### src/rtl/bastim_int_ctrl.sv
// Interrupt controller for four basic-timer channels: edge detect, sticky
// pending/overrun per channel, saturating lost-event counters, and a registered irq.
module bastim_int_ctrl #(
    parameter int CNT_W = 8
) (
    input  logic                 ch_clk,
    input  logic                 ch_rstn,
    input  logic [3:0]           int_status_ch_reload,
    input  logic [3:0]           int_enable,
    input  logic [3:0]           int_clear,
    output logic [3:0]           int_pending,
    output logic [3:0]           int_overrun,
    output logic [4*CNT_W-1:0]   int_ovr_cnt,
    output logic                 irq
);

    // Bit 0 of the encoding is the pending flag and bit 1 the overrun flag.
    typedef enum logic [1:0] {
        ST_IDLE = 2'b00,
        ST_PEND = 2'b01,
        ST_OVR  = 2'b11
    } state_e;

    localparam logic [CNT_W-1:0] CNT_MAX = '1;

    state_e           state_q [4];
    state_e           state_d [4];
    logic [CNT_W-1:0] cnt_q   [4];
    logic [CNT_W-1:0] cnt_d   [4];
    logic [3:0]       prev_q;
    logic [3:0]       prev_d;
    logic [3:0]       evt;
    logic             irq_q;
    logic             irq_d;

    always_ff @(posedge ch_clk or negedge ch_rstn) begin
        if (!ch_rstn) begin
            prev_q <= '0;
            irq_q  <= 1'b0;
            for (int i = 0; i < 4; i++) begin
                state_q[i] <= ST_IDLE;
                cnt_q[i]   <= '0;
            end
        end else begin
            prev_q <= prev_d;
            irq_q  <= irq_d;
            for (int i = 0; i < 4; i++) begin
                state_q[i] <= state_d[i];
                cnt_q[i]   <= cnt_d[i];
            end
        end
    end

    always_comb begin
        prev_d = int_status_ch_reload;
        evt    = int_status_ch_reload & ~prev_q;
        irq_d  = |(int_pending & int_enable);
        for (int i = 0; i < 4; i++) begin
            state_d[i] = state_q[i];
            cnt_d[i]   = cnt_q[i];
            case (state_q[i])
                ST_IDLE: begin
                    if (evt[i]) begin
                        state_d[i] = ST_PEND;
                    end
                end
                ST_PEND, ST_OVR: begin
                    // A new event beats a simultaneous clear and restarts the channel.
                    if (evt[i] && int_clear[i]) begin
                        state_d[i] = ST_PEND;
                        cnt_d[i]   = '0;
                    end else if (evt[i]) begin
                        state_d[i] = ST_OVR;
                        if (cnt_q[i] != CNT_MAX) begin
                            cnt_d[i] = cnt_q[i] + 1'b1;
                        end
                    end else if (int_clear[i]) begin
                        state_d[i] = ST_IDLE;
                        cnt_d[i]   = '0;
                    end
                end
                default: begin
                    state_d[i] = ST_IDLE;
                    cnt_d[i]   = '0;
                end
            endcase
        end
    end

    for (genvar g = 0; g < 4; g++) begin : g_out
        assign int_pending[g]                  = state_q[g][0];
        assign int_overrun[g]                  = state_q[g][1];
        assign int_ovr_cnt[g*CNT_W +: CNT_W]   = cnt_q[g];
    end

    assign irq = irq_q;

endmodule
### config.mk
export PLATFORM = sky130hd
export DESIGN_NAME = bastim_int_ctrl
export DESIGN_NICKNAME = d
export VERILOG_FILES = /design/src/rtl/bastim_int_ctrl.sv
export SDC_FILE = /design/constraint.sdc
export NUM_CORES = 1
export LEC_CHECK = 0
export ABC_AREA = 1
export ABC_CLOCK_PERIOD_IN_PS = 1500
export CORE_MARGIN = 2
export CORE_UTILIZATION = 51
export DETAILED_ROUTE_END_ITERATION = 12
export PLACE_DENSITY = 0.92
export SLEW_MARGIN = 0
export SYNTH_ARGS = -nofsm -noshare
export SYNTH_HDL_FRONTEND = slang
export SYNTH_SLANG_ARGS = --single-unit
### constraint.sdc
create_clock -name ch_clk -period 1.5 [get_ports ch_clk]
set_input_delay 0.225 -clock ch_clk [delete_from_list [all_inputs] [get_ports ch_clk]]
set_output_delay 0.225 -clock ch_clk [all_outputs]
set_load 0.02 [all_outputs]
==> Flow_metrics.wiki <==
{| class="wikitable"
! Metric !! Value
|-
| Total count of hold-check failures in the final report || 0
|-
| Sort of element at the start of the critical path || register
|-
| Number of cells in the finished layout apart from fillers || 482
|-
| Fmax achieved || 688 MHz
|-
| Logic gate share of total power || 16.5%
|-
| Quantity of I/O buffers inserted on ports || 54
|-
| Final period demand of the worst path || 1.45 ns
|-
| Clock sinks || 45
|-
| Via count || 2460
|-
| Synthesis-stage register bit count || 45
|-
| Min-Delay Path Class || primary input to register
|-
| VDD IR max || 0.000577 V
|-
| Detail Route Antenna Nets || 0
|-
| Worst reg2reg startpoint || int_ovr_cnt[1]
|-
| Net count reported at finish || 432
|-
| Overall routed net length || 6300 um
|-
| Leading post-synthesis cells by cell area || dfrtp_1, nand2_1, inv_1
|-
| Pin count of the biggest net entering global routing || 30
|-
| Reg2Reg Depth || 8
|-
| Arrival time of the worst setup path || 1.23 ns
|-
| Dpl ws || -0.261 ns
|-
| Peak fanout along the critical path || 3
|-
| Clock buffer count from CTS || 5
|-
| Maximum root-to-sink buffer count || 2
|-
| Starting density of the core || 53.8%
|-
| Share of synthesized area occupied by flip-flops and latches || 43.8%
|-
| Final Cycle Share || 96.9%
|-
| Synthesis-to-layout area growth || 38.1%
|-
| Worst Path Required || 1.27 ns
|-
| Antenna violations before repair || 0
|-
| Worst R2R End || int_ovr_cnt[3]
|-
| Commonest cells in the netlist || nand2_1, dfrtp_1, inv_1
|-
| Post-DR wirelength/cell || 13.1 um
|-
| Util after Layout || 74.3%
|-
| Post-DP HPWL || 4480 um
|-
| Element type at the critical path end || output pin
|-
| Synth unique cells || 30
|-
| Remaining DRCs || 0
|-
| Worst slew margin relative to its limit || 72.1%
|-
| Switching component of the power || 0.711 mW
|-
| Number of flops mapped to enable cells by yosys || 0
|-
| Proportion of total power due to net switching || 27.0%
|-
| First-pass GRT wire length || 9870 um
|-
| Clock share of power || 35.0%
|-
| Transition time at the pin with the least slew margin || 0.418 ns
|-
| Fraction of layout cells with a size suffix above 1 || 21.7%
|-
| CTS root buf || clkbuf_8
|-
| Total power density per cell area || 739 nW/um^2
|-
| Number of max-slew violations in the final report || 0
|-
| Status || completed
|-
| CTS tree || yes
|-
| Dominant register cell in the synthesized netlist || dfrtp_1
|-
| Cells after DPL || 462
|-
| Router iterations before antenna repair || 7
|-
| Number of H-tree levels || 2
|-
| Worst path setup slack after routing || 0.0468 ns
|-
| Cell area after synthesis || 2570 sq um
|-
| I/O pin cnt || 55
|-
| Antenna fix cells || 0
|-
| Worst hold path endpoint || int_ovr_cnt[4]
|-
| Clock insertion delay at the later pin of the skew report || 0.30 ns
|-
| Int Power || 1.92 mW
|-
| Synth async-reset ratio || 100%
|-
| Starting DRT DRC Count || 121
|-
| Launch instance of the worst min-delay path || int_clear[0]
|-
| Core Area || 4790 sq um
|-
| Mapped Cells || 323
|-
| Total grt overflow || 0
|-
| Via count of the first global-routing pass || 2273
|-
| Die Width || 75.0 um
|-
| Lkg Pwr || 1.91 nW
|-
| Full die area || 5630 sq um
|-
| Cell taking the most area after synthesis || dfrtp_1
|-
| Clk_skew || 0.00990 ns
|-
| Share of power burned in registers || 48.5%
|-
| Routability congestion estimate from global placement || 0.880
|-
| Unrepaired setup endpoints after global routing || true
|-
| Vias per cell || 5.10
|-
| GRT Overall Usage || 22.9%
|-
| Crit path kind || register to output pin
|-
| Count of max-cap constraint violations || 0
|-
| Average size of a mapped cell || 7.97 sq um
|-
| Cell depth of the worst hold path || 4
|-
| Die Y-Extent || 75.0 um
|-
| Final setup violation count || 0
|-
| Worst hold slack after final layout || 0.340 ns
|-
| Proportion of netlist area held by the largest area contributor || 43.8%
|-
| Register clock-pin slew on the reported worst setup and hold paths || 0.09 ns
|-
| Internal reg-to-reg setup slack || 0.08 ns
|-
| Synthesized netlist net count || 341
|-
| Leading cell type by number of instances after synthesis || nand2_1
|-
| Total of warnings raised by yosys || 0
|-
| Std cell rows || 25
|}
[registers in the layout, summed over array words and instances, names as in the netlist]
name	count
int_ovr_cnt	32
int_overrun	4
irq	1
prev_q	4
int_pending	4
[cell usage in the layout (no fill, tap or decap), drive strengths merged]
| master | count |
|---|---|
| dfrtp | 45 |
| nor3 | 10 |
| buf | 30 |
| xor2 | 11 |
| ha | 4 |
| clkbuf | 6 |
| dlygate4sd3 | 1 |
| clkinv | 1 |
| a21oi | 6 |
| bufinv | 1 |
| nand3b | 1 |
| inv | 51 |
| a22oi | 5 |
| nand2 | 98 |
| xnor2 | 2 |
| o21a | 1 |
| clkdlybuf4s50 | 11 |
| o211ai | 1 |
| dlymetal6s2s | 3 |
| o21ai | 19 |
| dlygate4sd2 | 39 |
| nand3 | 23 |
| nand4 | 10 |
| nor2 | 36 |
[power groups by stage]
stage | Sequential, mW | Clock, mW | Combinational, mW
after global placement | 1.30 | 0 | 0.396
after floorplan | 1.33 | 0 | 0.182
after detailed placement | 1.30 | 0 | 0.407
after CTS | 1.27 | 0.952 | 0.397
final | 1.27 | 0.920 | 0.434
after global routing | 1.28 | 0.986 | 0.474
[worst max path at each step]
stage,to,depth (start not counted),start,slack (ns)
CTS,irq,1,irq,0.007
global placement,int_ovr_cnt[27],8,int_status_ch_reload[3],-0.13
global route,int_ovr_cnt[7],8,int_ovr_cnt[1],-0.02
finish,int_ovr_cnt[24],2,int_ovr_cnt[24],0.05
detailed placement,int_ovr_cnt[31],8,int_status_ch_reload[3],-0.26
floorplan,int_ovr_cnt[19],8,int_ovr_cnt[17],0.0006
[critical path, stage by stage, from the launching register on]
cell	delay [ns]
dfrtp_1	0.45
buf_4	0.16
dlygate4sd2_1	0.33
[logic make-up after synthesis]
logic type	synth area share, %
flops	43.8
compound gates	8.85
xor+xnor	4.42
fa+ha+maj	1.94
simple gates	33.4
buf+inv	7.63
[routing by layer]
metal  GRT usage, %  part of all wire (%)  vias up
li1               -                     -     1205
met1           29.8                    41     1150
met2           37.2                    51       87
met3           5.09                   5.8       18
met4           9.13                   2.1        0
met5              0                     0        -
[repair_timing]
| item | in CTS | in global routing |
|---|---|---|
| gates cloned | 0 | 0 |
| buffers inserted | 0 | 11 |
| gates resized for setup | 39 | 21 |
| hold buffers | 1 | 0 |
| endpoints found under the hold margin | 16 | 0 |
| setup endpoints to repair | 39 | 27 |
| pin swaps | 0 | 7 |
[cell type report]
type | instances | area (sq um)
inverter | 51 | 196
tap | 67 | 83.8
multi-input combinational | 227 | 1300
fill | 366 | 1230
sequential | 45 | 1130
clock inverter | 2 | 38.8
clock buffer | 6 | 72.6
timing repair buffer | 84 | 734
[per-stage QoR]
step / area [sq um] / TNS, ns / power, mW
3_5_place_dp: 3340 / -4.74 / 1.71
4_1_cts: 3410 / 0 / 2.62
5_1_grt: 3550 / -0.0284 / 2.74
6_report: 3550 / 0 / 2.63
2_1_floorplan: 2570 / 0 / 1.51
3_3_place_gp: 3340 / -2.32 / 1.69
Note: power is estimated with default switching activity, not from simulation.
